$ cat src/rtl/ex_operand_stage_pkg.sv
// Shared types and constants for the ID/EX operand stage: ALU op encoding,
// architectural constants and the layout of the ID/EX pipeline register.
package ex_operand_stage_pkg;

  localparam int XLEN        = 32;
  localparam int REG_AW      = 5;
  localparam int SHAMT_WIDTH = 5;

  localparam logic [REG_AW-1:0] REG_ZERO = '0;

  typedef enum logic [3:0] {
    ALU_ADD    = 4'd0,
    ALU_SUB    = 4'd1,
    ALU_SLL    = 4'd2,
    ALU_SRL    = 4'd3,
    ALU_SRA    = 4'd4,
    ALU_AND    = 4'd5,
    ALU_OR     = 4'd6,
    ALU_XOR    = 4'd7,
    ALU_SLT    = 4'd8,
    ALU_SLTU   = 4'd9,
    ALU_EQ     = 4'd10,
    ALU_SGE    = 4'd11,
    ALU_SGEU   = 4'd12,
    ALU_PASS_B = 4'd13
  } alu_op_t;

  // Registered ID/EX fields. The op is kept as raw bits so 14/15 pass through.
  typedef struct packed {
    logic              valid;
    logic [XLEN-1:0]   pc;
    logic [XLEN-1:0]   rs1_data;
    logic [XLEN-1:0]   rs2_data;
    logic [XLEN-1:0]   imm;
    logic [REG_AW-1:0] rs1;
    logic [REG_AW-1:0] rs2;
    logic [REG_AW-1:0] rd;
    logic [3:0]        aluselect;
    logic              a_sel;
    logic              b_sel;
    logic              reg_write;
    logic              mem_read;
  } id_ex_t;

  // Shift ops need operand B clipped to a legal shift amount.
  function automatic logic is_shift(input logic [3:0] op);
    return (op == ALU_SLL) || (op == ALU_SRL) || (op == ALU_SRA);
  endfunction

endpackage

$ cat src/rtl/ex_operand_stage_fwd_mux.sv
// Forwarding select for one source operand (the fwd_mux of this stage).
// EX/MEM beats MEM/WB; x0 is never forwarded; an EX/MEM load is not
// forwarded because load-use stalling keeps that case from being live.
// The MEM/WB path exists only when EX_OPERAND_WB_FWD_EN is defined; otherwise
// the register file is expected to bypass writeback data itself.
module ex_operand_stage_fwd_mux #(
  parameter int DATA_WIDTH     = 32,
  parameter int REG_ADDR_WIDTH = 5
) (
  input  logic [REG_ADDR_WIDTH-1:0] rs,
  input  logic [DATA_WIDTH-1:0]     reg_data,
  input  logic [REG_ADDR_WIDTH-1:0] exm_rd,
  input  logic                      exm_reg_write,
  input  logic                      exm_mem_read,
  input  logic [DATA_WIDTH-1:0]     exm_result,
  input  logic [REG_ADDR_WIDTH-1:0] wb_rd,
  input  logic                      wb_reg_write,
  input  logic [DATA_WIDTH-1:0]     wb_result,
  output logic [DATA_WIDTH-1:0]     data
);

  logic exm_hit;
  logic wb_hit;

  assign exm_hit = exm_reg_write && (exm_rd != '0) && (exm_rd == rs) && !exm_mem_read;

`ifdef EX_OPERAND_WB_FWD_EN
  assign wb_hit = wb_reg_write && (wb_rd != '0) && (wb_rd == rs);
`else
  logic unused_wb;
  assign unused_wb = ^{wb_rd, wb_reg_write, wb_result};
  assign wb_hit    = 1'b0;
`endif

  // Priority select: EX/MEM, then MEM/WB, then register file data.
  always_comb begin
    data = reg_data;
    if (exm_hit) begin
      data = exm_result;
    end else if (wb_hit) begin
`ifdef EX_OPERAND_WB_FWD_EN
      data = wb_result;
`endif
    end
  end

endmodule

$ cat src/rtl/ex_operand_stage.sv
// ID/EX pipeline register with operand forwarding and ALU operand selection.
// Optional MEM/WB forwarding: define EX_OPERAND_WB_FWD_EN.
module ex_operand_stage
  import ex_operand_stage_pkg::*;
#(
  parameter int DATA_WIDTH     = XLEN,   // struct fields are sized from the package; keep equal
  parameter int REG_ADDR_WIDTH = REG_AW
) (
  input  logic                      clk,
  input  logic                      rst,
  input  logic                      stall,
  input  logic                      flush,
  input  logic                      id_valid,
  input  logic [DATA_WIDTH-1:0]     id_pc,
  input  logic [DATA_WIDTH-1:0]     id_rs1_data,
  input  logic [DATA_WIDTH-1:0]     id_rs2_data,
  input  logic [DATA_WIDTH-1:0]     id_imm,
  input  logic [REG_ADDR_WIDTH-1:0] id_rs1,
  input  logic [REG_ADDR_WIDTH-1:0] id_rs2,
  input  logic [REG_ADDR_WIDTH-1:0] id_rd,
  input  logic [3:0]                id_aluselect,
  input  logic                      id_a_sel,
  input  logic                      id_b_sel,
  input  logic                      id_reg_write,
  input  logic                      id_mem_read,
  input  logic [REG_ADDR_WIDTH-1:0] exm_rd,
  input  logic                      exm_reg_write,
  input  logic                      exm_mem_read,
  input  logic [DATA_WIDTH-1:0]     exm_result,
  input  logic [REG_ADDR_WIDTH-1:0] wb_rd,
  input  logic                      wb_reg_write,
  input  logic [DATA_WIDTH-1:0]     wb_result,
  output logic [DATA_WIDTH-1:0]     input0,
  output logic [DATA_WIDTH-1:0]     input1,
  output logic [3:0]                aluselect,
  output logic                      ex_valid,
  output logic [REG_ADDR_WIDTH-1:0] ex_rd,
  output logic                      ex_reg_write,
  output logic                      ex_mem_read,
  output logic [DATA_WIDTH-1:0]     ex_store_data,
  output logic                      load_use_stall
);

  localparam int NUM_SRC = 2;  // [0] = rs1, [1] = rs2

  id_ex_t id_in;
  id_ex_t ex_q;

  assign id_in = '{valid:     id_valid,
                   pc:        id_pc,
                   rs1_data:  id_rs1_data,
                   rs2_data:  id_rs2_data,
                   imm:       id_imm,
                   rs1:       id_rs1,
                   rs2:       id_rs2,
                   rd:        id_rd,
                   aluselect: id_aluselect,
                   a_sel:     id_a_sel,
                   b_sel:     id_b_sel,
                   reg_write: id_reg_write,
                   mem_read:  id_mem_read};

  // Pipeline register: reset > flush (bubble) > stall (hold) > capture.
  always_ff @(posedge clk or posedge rst) begin
    if (rst) begin
      ex_q <= '0;
    end else if (flush) begin
      ex_q.valid     <= 1'b0;
      ex_q.reg_write <= 1'b0;
    end else if (!stall) begin
      ex_q <= id_in;
    end
  end

  logic [NUM_SRC-1:0][REG_ADDR_WIDTH-1:0] src_rs;
  logic [NUM_SRC-1:0][DATA_WIDTH-1:0]     src_data;
  logic [NUM_SRC-1:0][DATA_WIDTH-1:0]     fwd_data;

  assign src_rs   = {ex_q.rs2, ex_q.rs1};
  assign src_data = {ex_q.rs2_data, ex_q.rs1_data};

  for (genvar s = 0; s < NUM_SRC; s++) begin : g_fwd
    ex_operand_stage_fwd_mux #(
      .DATA_WIDTH    (DATA_WIDTH),
      .REG_ADDR_WIDTH(REG_ADDR_WIDTH)
    ) u_fwd (
      .rs           (src_rs[s]),
      .reg_data     (src_data[s]),
      .exm_rd       (exm_rd),
      .exm_reg_write(exm_reg_write),
      .exm_mem_read (exm_mem_read),
      .exm_result   (exm_result),
      .wb_rd        (wb_rd),
      .wb_reg_write (wb_reg_write),
      .wb_result    (wb_result),
      .data         (fwd_data[s])
    );
  end

  logic [DATA_WIDTH-1:0] b_raw;

  // Operand selection; shift ops see only a 0..31 shift amount on input1.
  always_comb begin
    input0 = ex_q.a_sel ? ex_q.pc : fwd_data[0];
    b_raw  = ex_q.b_sel ? ex_q.imm : fwd_data[1];
    input1 = b_raw;
    if (is_shift(ex_q.aluselect)) begin
      input1 = {{(DATA_WIDTH-SHAMT_WIDTH){1'b0}}, b_raw[SHAMT_WIDTH-1:0]};
    end
  end

  assign aluselect     = ex_q.aluselect;
  assign ex_valid      = ex_q.valid;
  assign ex_rd         = ex_q.rd;
  assign ex_reg_write  = ex_q.reg_write & ex_q.valid;
  assign ex_mem_read   = ex_q.mem_read;
  assign ex_store_data = fwd_data[1];

  // A load in EX feeding the instruction in ID cannot be forwarded in time.
  assign load_use_stall = ex_q.valid && ex_q.mem_read && (ex_q.rd != REG_ZERO) && id_valid &&
                          ((ex_q.rd == id_rs1) || (ex_q.rd == id_rs2));

endmodule

$ cat config.mk
export PLATFORM = sky130hd
export DESIGN_NAME = ex_operand_stage
export DESIGN_NICKNAME = d
export VERILOG_FILES = /design/src/rtl/ex_operand_stage_pkg.sv /design/src/rtl/ex_operand_stage_fwd_mux.sv /design/src/rtl/ex_operand_stage.sv
export SDC_FILE = /design/constraint.sdc
export NUM_CORES = 1
export LEC_CHECK = 0
export ABC_AREA = 1
export BUFFER_PORTS_ARGS = -buffer_cell sky130_fd_sc_hd__buf_2
export CAP_MARGIN = 20
export CORE_ASPECT_RATIO = 0.5
export CORE_MARGIN = 2
export CORE_UTILIZATION = 37
export CTS_CLUSTER_SIZE = 8
export DETAILED_ROUTE_END_ITERATION = 6
export PLACE_DENSITY = 0.67
export SLEW_MARGIN = 20
export SYNTH_ARGS = -nofsm -noshare
export SYNTH_HDL_FRONTEND = slang
export SYNTH_SLANG_ARGS = --single-unit
$ cat constraint.sdc
create_clock -name clk -period 5.01 [get_ports clk]
set_input_delay 0.7515 -clock clk [delete_from_list [all_inputs] [get_ports clk]]
set_output_delay 0.7515 -clock clk [all_outputs]
set_load 0.02 [all_outputs]
Yosys cells after proc, flatten, opt, wreduce, memory -nomap -nowiden. Cells that the tools add are included.

Bits of input ports: 233. Output and inout port bits: 109. Flip-flop bits (word level): 152. Word-level logic and storage cells: 48.

Bitwise operators: 3. Eq/ne operators: 8. Reductions and logical operators: 16. Mux-type cells: 8.

Operators with widths (count): $mux 32 (5); $mux 152 (1); $eq 5x5->1 (4); $reduce_bool 5->1 (2); $logic_and 1x1->1 (9); $eq 4x2->1 const B (2); $eq 4x3->1 const B (1); $logic_or 1x1->1 (3); $mux 1 (2); $ne 2x1->1 const B (1); $not 1->1 (2); $reduce_and 2->1 (1); $and 1x1->1 (1); $logic_not 1->1 (1).

Depth between registers and ports, before layout.
Depth after elaboration: 7. Gate-level depth with buffers: 11. Depth with buffers taken out: 10.

Cells and area by module. A second synthesis with hierarchy kept.

Cell total of the unflattened synthesis: 1119. Area total of the unflattened synthesis: 8064.0 sq um.

Modules (own cells, without submodules): ex_operand_stage (seq. area each 3803.6 sq um, area an instance 6790.3 sq um, times used 1, cells each 837); ex_operand_stage_fwd_mux (seq. area each 0.0 sq um, area an instance 636.9 sq um, times used 2, cells each 141).

Worst setup path before layout. No wires, ideal clock.

Kind: input to output. Start point: input exm_rd[2]. End point: output input0[10]. Stages on the path: 9. Setup slack: 2.528 ns. Arrival: 1.730 ns. Path buffers: 1. Required time: 4.259 ns. Path through: inv_2 nand2_2 nand2_2 nor3_4 nand2_4 buf_6 nand2_1 nand3_1 nand2_1.

Longest elaborated chain between the ends: 6. Elaborated cells between the ends (all ways): 7. Classes of those cells: eq/ne: 1; mux: 2; reduce/logical: 4.

Ends and longest elaborated chain: start: declaration (RTL line ex_operand_stage.sv:26) `input logic [REG_ADDR_WIDTH-1:0] exm_rd,`; $reduce_bool 5->1 (RTL line ex_operand_stage_fwd_mux.sv:25) `assign exm_hit = exm_reg_write && (exm_rd != '0) && (exm_rd == rs) && !exm_mem_read;`; $logic_and 1x1->1 (RTL line ex_operand_stage_fwd_mux.sv:25); $logic_and 1x1->1 (*) (2 in series) (RTL line ex_operand_stage_fwd_mux.sv:25); $mux 32 (*) (RTL line ex_operand_stage_fwd_mux.sv:38) `if (exm_hit) begin`; $mux 32 (*) (RTL line ex_operand_stage.sv:104) `input0 = ex_q.a_sel ? ex_q.pc : fwd_data[0];`; end: declaration (RTL line ex_operand_stage.sv:33) `output logic [DATA_WIDTH-1:0] input0,`.

Every way passes the cells marked *; elsewhere a longest branch is shown, timed or not.

Worst setup path in the final report.
Start point: input exm_rd[3]. End point: output input1[20].

Longest elaborated chain between the ends: 7. Elaborated cells between the ends (all ways): 8. Classes of those cells: eq/ne: 1; mux: 3; reduce/logical: 4.

Ends and longest elaborated chain: $reduce_bool 5->1 (RTL line ex_operand_stage_fwd_mux.sv:25); $logic_and 1x1->1 (RTL line ex_operand_stage_fwd_mux.sv:25); $logic_and 1x1->1 (*) (2 in series) (RTL line ex_operand_stage_fwd_mux.sv:25); $mux 32 (*) (RTL line ex_operand_stage_fwd_mux.sv:38); $mux 32 (*) (RTL line ex_operand_stage.sv:105) `b_raw = ex_q.b_sel ? ex_q.imm : fwd_data[1];`; $mux 32 (*) (RTL line ex_operand_stage.sv:107) `if (is_shift(ex_q.aluselect)) begin`; end: declaration (RTL line ex_operand_stage.sv:34) `output logic [DATA_WIDTH-1:0] input1,`.

Marks and branches as above.

==> impl_metrics.tcl <==
set metrics [dict create \
    critPathBufInv 5 \
    use_met1_pct 32.0 \
    maxCapViolCount 0 \
    reg2reg_slack_ps 3330 \
    ys_ff_latch 152 \
    grt_max_degree 236 \
    slowest_delay_ps 440 \
    rsz0062_at_grt "false" \
    path_common_cell "nand2_1" \
    wl_per_cell_um 15.9 \
    postCtsResizedCells 0 \
    initial_core_util_pct 37.9 \
    ys_warn_count 0 \
    cp_top_family "buffers and inverters" \
    path_class "input pin to output port" \
    period_needed_ps 3640 \
    cts_buffers 17 \
    grt_util_met3_pct 5.75 \
    synth.distinct_cells 27 \
    hpwl_um 20100 \
    clk_root_buffer_cell "clkbuf_16" \
    via_per_inst 4.81 \
    clkTransAtPathRegs_ps 60 \
    synth.area.mux_share_pct 0 \
    hold_class "flop to flop" \
    synth_compound_area_share_pct 7.51 \
    globalplace.congestion 0.940 \
    worstPathArrival_ps 2890 \
    hold_viol_final 0 \
    drt_iter0_drc 903 \
    power_mw 3.89 \
    fp.coreArea_um2 21700 \
    layout-drive-gt1-share_pct 25.4 \
    syn_avg_cell_area_um2 7.10 \
    synthCells 1159 \
    htree_num_levels 4 \
    synth-seq-area-share_pct 46.2 \
    r2r_end "ex_q[3]" \
    grt-busiest-layer "met2" \
    timing.fmax_mhz 275 \
    synth_area_leaders "dfrtp_1 46%, nand2_1 22%, inv_1 6.7%" \
    row_count 38 \
    finalSetupViolCount 0 \
    crit-reg2reg-launch "ex_q[3]" \
    post_cts.repair.setup_buffers 0 \
    status "finished clean" \
    vdd_drop_max_mv 0.176 \
    worst_ep_required_time_ps 4260 \
    p_sw_share_pct 33.5 \
    final_nets 1648 \
    die_x_um 215 \
    drtPass1Iterations 6 \
    use_met2_pct 35.9 \
    ant_nets 0 \
    worst_hold_path.endpoint "ex_q[127]" \
    clk_latency_ps 430 \
    grt_pass1_wl_um 42000 \
    hp-start "ex_q[127]" \
    leakage_nw 6.11 \
    p_per_area_nw_per_um2 373 \
    relSlewSlack_pct 28.8 \
    tns_ps 0 \
    dieHeight_um 109 \
    synth_top_family_by_area "simple AND/OR/NAND/NOR gates" \
    yosys.area_share.adder_pct 0 \
    net-switching-power_mw 1.30 \
    yosys.area_share.simple_pct 32.7 \
    drc_errors 0 \
    syn_area_um2 8230 \
    fin_crit_sh_pct 72.7 \
    worstSetupEndpointType "output port" \
    antenna_found_initial 7 \
    yosysTopAreaCell "dfrtp_1" \
    crit_slowest_cell "inv_2" \
    wl_um 27600 \
    path_cells "buf_2 -> nor2_1 -> nand3_1 -> nand2_1 -> inv_2 -> nand3_2 -> buf_4 -> nand2_1 -> nand3_1 -> nand2_1 -> inv_1 -> buf_2" \
    fin_skew_ps 0 \
    hold_buffers 0 \
    pwr-share-seq_pct 37.3 \
    portBuffers 303 \
    grt_pass1_vias 7703 \
    min_delay_path_depth 2 \
    grt-ovfl-total 0 \
    reg2reg_depth 2 \
    area_delta_synth_final_pct 26.8 \
    p_int_mw 2.59 \
    worst_pin_slew_ps 1060 \
    combinationalPowerShare_pct 27.5 \
    cts.sinks 152 \
    grtUsageTotal_pct 23.4 \
    vias 8332 \
    start_kind "input pin" \
    synth_nets 1392 \
    synth_top_area_share_pct 46.2 \
    crit_fanout 33 \
    cts_tree "done" \
    finalMaxSlewViolations 0 \
    num_io_pins 342 \
    synthXorXnorAreaFrac_pct 1.17 \
    clock_path_buffers 2 \
    cp.depth 12 \
    die-area_um2 23500 \
    clockPowerShare_pct 35.2 \
]
area by class of cell:
class	instances	area (um2)
fillers	2253	11300
flip-flops and latches	152	3800
multi-input cells	777	3420
repair buffers	316	1630
inverters	151	572
clock buffers	24	512
well taps	300	375
clock inverters	8	115
diodes	5	12.5
cell usage after synthesis:
| cell | number |
|---|---|
| nand2_1 | 488 |
| dfrtp_1 | 152 |
| inv_1 | 148 |
| nand3_1 | 101 |
| o21ai_0 | 83 |
| buf_2 | 42 |
| nand4_1 | 36 |
| a21oi_1 | 31 |
| clkbuf_1 | 17 |
| buf_4 | 9 |
| o21ai_1 | 7 |
| buf_6 | 6 |
| xnor2_1 | 6 |
| and2_1 | 5 |
| nor2_1 | 5 |
| xor2_1 | 5 |
| clkbuf_8 | 3 |
| inv_2 | 3 |
| buf_1 | 2 |
| nand2_2 | 2 |
| nor2_2 | 2 |
| a211oi_2 | 1 |
| nand2_4 | 1 |
| nand3_2 | 1 |
| nor2_4 | 1 |
| nor3_1 | 1 |
| nor3_4 | 1 |
power by group through the flow:
stage | sequential (mW) | combinational (mW) | clock, mW
after floorplan | 1.46 | 0.714 | 0
after global placement | 1.47 | 1.06 | 0
after detailed placement | 1.47 | 1.07 | 0
after CTS | 1.45 | 1.08 | 1.40
after global routing | 1.47 | 1.19 | 1.45
final | 1.45 | 1.07 | 1.37
worst max path at each step:
stage	slack, ps	from	to
after floorplan	170	rst	aluselect[0]
after CTS	1390	exm_rd[3]	input1[20]
final	1370	exm_rd[3]	input1[20]
after global placement	1430	exm_rd[3]	input1[20]
after detailed placement	1390	exm_rd[3]	input1[20]
after global routing	1180	exm_rd[4]	input1[18]
registers in the layout (all words and copies together) (netlist names):
name and cells:
ex_valid 1, ex_q 141, ex_rd 5, ex_mem_read 1, aluselect 4
layout by cell type, fill, tap and decap left out:
master     count
a21oi_1       31
dfrtp_1      152
clkbuf_8       6
inv_6          1
nor2_2         2
inv_1        145
clkinv_2       5
nand3_2        1
xor2_1         5
bufinv_16      3
o21ai_0       83
and2_1         5
nor3_4         1
o21ai_1        7
nor3_1         1
nand2_1      488
clkbuf_1       1
a211oi_4       1
nor2_1         4
nand2_2        2
xnor2_1        6
clkinv_1       1
nand2_4        1
diode_2        5
buf_12         1
buf_2        303
clkbuf_16     17
buf_4         12
nand3_1      101
inv_2          4
nand4_1       36
nor2_4         2
metrics by stage:
| stage | cells | hold WS [ps] | utilization [%] | instance area (um2) | setup slack, ps |
|---|---|---|---|---|---|
| after floorplan | 1159 | 442 | - | 8230 | 165 |
| after global placement | 1696 | 454 | 45.1 | 9800 | 1430 |
| after detailed placement | 1696 | 459 | 45.1 | 9800 | 1390 |
| after CTS | 1728 | 473 | 48.0 | 10400 | 1390 |
| after global routing | 1730 | 489 | 48.0 | 10400 | 1180 |
| final | 1733 | 468 | 48.0 | 10400 | 1370 |
worst reg2reg max path, delay by kind of cell (launching register included):
kind / cells / cell delay (ps)
buffers and inverters: 1 / 820
AOI/OAI and AO/OA: 1 / 420
DFF: 1 / 350
cell families after synthesis:
group,Yosys count
simple gates,644
xor+xnor,11
flops,152
buf+inv,230
compound gates,122
metal layers:
layer | part of all wire (%) | up-vias
met2 | 45 | 296
met4 | 2.2 | 2
li1 | - | 4092
met3 | 6.9 | 44
met5 | 0.025 | -
met1 | 46 | 3898
Note: power is estimated with default switching activity, not from simulation.
